## src/rtl/fan_controller_ramp.sv

```systemverilog
// Multi-level fan speed controller with soft ramping.
// Button requests move a target level on the rising edge of `update`.
// The applied speed walks toward the target one level every RAMP_CYCLES clocks.
// Pressing up and down together is an emergency stop: it zeroes target and
// speed at once and skips the ramp.
module fan_controller_ramp #(
  parameter int SPEED_W     = 3,
  parameter int MAX_LEVEL   = 7,
  parameter int RAMP_CYCLES = 4
) (
  input  logic               clk,
  input  logic               reset,
  input  logic               update,
  input  logic               down,
  input  logic               up,
  output logic [SPEED_W-1:0] speed,
  output logic [SPEED_W-1:0] target,
  output logic               ramping
);

  localparam int TIMER_W = (RAMP_CYCLES > 1) ? $clog2(RAMP_CYCLES) : 1;
  localparam logic [SPEED_W-1:0] MAX_L      = SPEED_W'(MAX_LEVEL);
  localparam logic [TIMER_W-1:0] TIMER_LAST = TIMER_W'(RAMP_CYCLES - 1);

  typedef enum logic [1:0] {
    IDLE,
    RAMP_UP,
    RAMP_DOWN
  } state_t;

  state_t             state;
  logic [TIMER_W-1:0] timer;
  logic               update_prev;
  logic               upd_edge;
  logic               req_stop;
  logic               req_inc;
  logic               req_dec;
  logic [SPEED_W-1:0] speed_inc;
  logic [SPEED_W-1:0] speed_dec;

  // Request decode from the rising edge of update, plus one-step neighbours of speed
  always_comb begin
    upd_edge  = update & ~update_prev;
    req_stop  = upd_edge & up & down;
    req_inc   = upd_edge & up & ~down;
    req_dec   = upd_edge & down & ~up;
    speed_inc = speed + 1'b1;
    speed_dec = speed - 1'b1;
  end

  assign ramping = (state != IDLE);

  // Edge detector, target tracking and ramp FSM.
  // The FSM reads the pre-edge target, so a target change is only seen on the next cycle.
  always_ff @(posedge clk) begin
    if (reset) begin
      speed       <= '0;
      target      <= '0;
      state       <= IDLE;
      timer       <= '0;
      update_prev <= 1'b0;
    end else begin
      update_prev <= update;
      if (req_stop) begin
        speed  <= '0;
        target <= '0;
        state  <= IDLE;
        timer  <= '0;
      end else begin
        if (req_inc && (target != MAX_L)) begin
          target <= target + 1'b1;
        end else if (req_dec && (target != '0)) begin
          target <= target - 1'b1;
        end

        case (state)
          IDLE: begin
            if (speed < target) begin
              state <= RAMP_UP;
              timer <= '0;
            end else if (speed > target) begin
              state <= RAMP_DOWN;
              timer <= '0;
            end
          end

          RAMP_UP: begin
            if (target <= speed) begin
              timer <= '0;
              state <= (target == speed) ? IDLE : RAMP_DOWN;
            end else if (timer == TIMER_LAST) begin
              speed <= speed_inc;
              timer <= '0;
              if (speed_inc == target) state <= IDLE;
            end else begin
              timer <= timer + 1'b1;
            end
          end

          RAMP_DOWN: begin
            if (target >= speed) begin
              timer <= '0;
              state <= (target == speed) ? IDLE : RAMP_UP;
            end else if (timer == TIMER_LAST) begin
              speed <= speed_dec;
              timer <= '0;
              if (speed_dec == target) state <= IDLE;
            end else begin
              timer <= timer + 1'b1;
            end
          end

          default: begin
            state <= IDLE;
            timer <= '0;
          end
        endcase
      end
    end
  end

endmodule
```

## config.mk

```make
export PLATFORM = sky130hd
export DESIGN_NAME = fan_controller_ramp
export DESIGN_NICKNAME = d
export VERILOG_FILES = /design/src/rtl/fan_controller_ramp.sv
export SDC_FILE = /design/constraint.sdc
export NUM_CORES = 1
export LEC_CHECK = 0
export ABC_AREA = 1
export CAP_MARGIN = 20
export CORE_MARGIN = 2
export CORE_UTILIZATION = 25
export CTS_CLUSTER_DIAMETER = 30
export DETAILED_ROUTE_END_ITERATION = 16
export PLACE_DENSITY = 0.55
export SYNTH_ARGS = -nofsm -noshare
export SYNTH_HDL_FRONTEND = slang
export SYNTH_SLANG_ARGS = --single-unit
```

## constraint.sdc

```tcl
create_clock -name clk -period 1.6 [get_ports clk]
set_input_delay 0.16 -clock clk [delete_from_list [all_inputs] [get_ports clk]]
set_output_delay 0.16 -clock clk [all_outputs]
set_load 0.03 [all_outputs]
```

==> flow_metrics.tcl <==
set metrics [dict create \
    outcome "completed" \
    fin_crit_sh_pct 97.6 \
    core_sq_um 3630 \
    grt_util_met3_pct 1.88 \
    clock_path_buffers 2 \
    min_path_type "primary input to register" \
    htree_levels 1 \
    fmax_ghz 0.640 \
    die_area_sq_um 4280 \
    critical_path_class "register to register" \
    syn_area_sq_um 942 \
    setup_tns_ps 0 \
    vias 945 \
    wl_um 2180 \
    cts_buffers 3 \
    r2r_end "target[2]$_SDFFE_PP0P_" \
    synth_common_cells "nand2_1 (39), inv_1 (24), nor2_1 (16)" \
    cp_num_buf_inv 0 \
    leakage_nw 0.721 \
    synth_top_flop_cell "dfxtp_1" \
    dr.pass1.iters 6 \
    grt_pass1_vias 879 \
    yosysWarnings 0 \
    busiest_layer "met2" \
    report.final.slew_viol_count 0 \
    finalClockSkew_ps 3.96 \
    routed_via_density 4.16 \
    hold_depth 4 \
    cts_sinks 11 \
    ctsRootBufferMaster "clkbuf_8" \
    fin_hold_ws_ps 281 \
    drt_iter0_markers 40 \
    post-route-util_pct 39.4 \
    async_flop_share_pct 0 \
    routabilityCongestion 0.766 \
    hpwl_um 1620 \
    drive_gt1_share_pct 35.2 \
    ant_nets 0 \
    std_cell_rows 22 \
    clkSlewWorstSetupHoldPaths_ps 50 \
    cp_slowest_cell "fa_2" \
    synth_top_area_share_pct 23.4 \
    maxCapViolCount 0 \
    relSlewSlack_pct 78.6 \
    hold_violations 0 \
    synth_top_area_cell "dfxtp_1" \
    ys_seq_elements 11 \
    min_from "update" \
    pin_count 12 \
    grt_start_max_net_pins 9 \
    instances_no_fill 227 \
    synth_cells 145 \
    global_route.overflow_total 0 \
    grt_pass1_wl_um 3650 \
    worstPathRequired_ps 1740 \
    r2r_start "update_prev$_SDFF_PP0_" \
    synth_edf_count 0 \
    grt_antenna_before_repair 0 \
    ys_seq_area_share_pct 23.4 \
    crit_family "simple AND/OR/NAND/NOR gates" \
    syn2layout_area_growth_pct 51.9 \
    synth.area.top_cells "dfxtp_1 (23%), nand2_1 (16%), ha_1 (13%), inv_1 (9.6%), nor2_1 (6.4%)" \
    setup_violations 0 \
    dpl-instance-area_sq_um 1230 \
    start_kind "register" \
    path_cells "nor2_4 > nand2_2 > nor2_4 > nand2_2 > fa_2 > o21ai_1 > nand3_1 > nand2_1 > nor2_1" \
    worstPathMaxFanout 2 \
    drc 0 \
    cpPeakStageDelay_ps 360 \
    reg2reg_depth 9 \
    avgRoutedWirePerCell_um 9.60 \
    multiInputGateArea_sq_um 713 \
    yosysMostFrequentCell "nand2_1" \
    tightest_slew_ps 321 \
    fin_nets 196 \
    met1_usage_pct 14.5 \
    power_density_nw_per_um2 824 \
    syn-num-nets 161 \
    min_to "update_prev$_SDFF_PP0_" \
    ir_drop_v 0.000372 \
    portBuffers 11 \
    initial_core_util_pct 25.9 \
    die_h_um 65.4 \
    end_kind "register" \
    design_area_sq_um 1430 \
    grt_setup_unrepaired "true" \
    placedCellCount 217 \
    fill_cells 388 \
    grtUsageMet2_pct 17.2 \
    critPathArrivalTime_ps 1700 \
    tritoncts "built" \
    r2r_slack_ps 40 \
    diodes 0 \
    seq_area_sq_um 241 \
    grt_usage_pct 11.4 \
    syn_avg_cell_area_sq_um 6.50 \
    yosysUniqueCellTypes 24 \
    clk_latency_ps 240 \
    die_x_um 65.4 \
    period_minus_slack_ps 1560 \
]
flip-flops by register name, indices dropped and copies added (netlist names):
signal / count
timer: 2
target: 3
state: 2
speed: 3
update_prev: 1
worst register-to-register path, delay by kind of cell, from the launching register on:
family	cells	cell delay, ps
AO/OA/AOI/OAI	1	210
AND/OR/NAND/NOR	7	570
adder cells (fa/ha/maj)	1	360
flip-flops	1	320
routing by layer:
layer / share of wire, % / wire length, um
met4: 3.7 / 81
met5: 0 / 0
met1: 48 / 1040
met3: 3.5 / 77
met2: 45 / 984
timing repair:
action / CTS / global route
resized for setup: 6 / 24
hold endpoints to repair: 0 / 0
setup endpoints to repair: 6 / 10
hold buffers: 0 / 0
setup buffers: 5 / 2
pin swaps: 7 / 15
cell usage in the layout (no fill, tap or decap), types with 2 or more instances in the layout:
cell type and instances:
o21ai_0 2, clkdlybuf4s50_1 6, nor2_4 3, dlymetal6s2s_1 3, o21ai_4 2, nand2_1 35, inv_1 19, nor2_2 3
nand3_2 3, dfxtp_2 2, inv_2 5, nand4_1 2, buf_4 19, dfxtp_4 5, clkbuf_8 3, ha_4 3
nand3_1 9, dfxtp_1 4, a21oi_1 6, nand2_2 7, o21ai_1 3, ha_1 7, inv_4 2, nor2_1 14
where the power goes:
part           total (mW)  switching, mW  leakage, nW  internal (mW)
Sequential          0.322         0.0248       0.0942          0.297
Combinational       0.574          0.341        0.604          0.233
Clock               0.284          0.109       0.0228          0.175
layout make-up:
class | count | share of cell area [%]
flip-flops and latches | 11 | 16.9
repair buffers | 30 | 18.2
inverters | 27 | 7.78
clock buffers | 4 | 3.15
multi-input cells | 107 | 49.8
well taps | 48 | 4.20
how the worst max path moves through the flow:
stage | cells after the start | slack, ps | to | startpoint
final | 9 | 40 | target[2]$_SDFFE_PP0P_ | update_prev$_SDFF_PP0_
after global placement | 10 | -340 | target[2]$_SDFFE_PP0P_ | update
after floorplan | 8 | 6 | target[2]$_SDFFE_PP0P_ | target[2]$_SDFFE_PP0P_
after detailed placement | 10 | -370 | target[2]$_SDFFE_PP0P_ | update
after global routing | 9 | -80 | target[2]$_SDFFE_PP0P_ | update_prev$_SDFF_PP0_
after CTS | 10 | 2 | target[2]$_SDFFE_PP0P_ | update
per-stage QoR:
| step | power, mW | setup slack [ps] |
|---|---|---|
| floorplan | 0.718 | 6.17 |
| global placement | 0.855 | -338 |
| detailed placement | 0.855 | -366 |
| CTS | 1.17 | 2.40 |
| global route | 1.29 | -76.4 |
| finish | 1.18 | 38.5 |
cell families (layout without fill, tap and decap cells):
family / count (synthesis) / after routing / share of synthesized area [%]
AOI/OAI and AO/OA: 15 / 15 / 9.83
adders and majority gates: 11 / 11 / 15.4
buffers and inverters: 27 / 61 / 11.0
DFF: 11 / 11 / 23.4
and+or+nand+nor: 80 / 80 / 39.4
xor gates and xnor gates: 1 / 1 / 0.930
No activity file was read; power rests on OpenSTA's default activity.
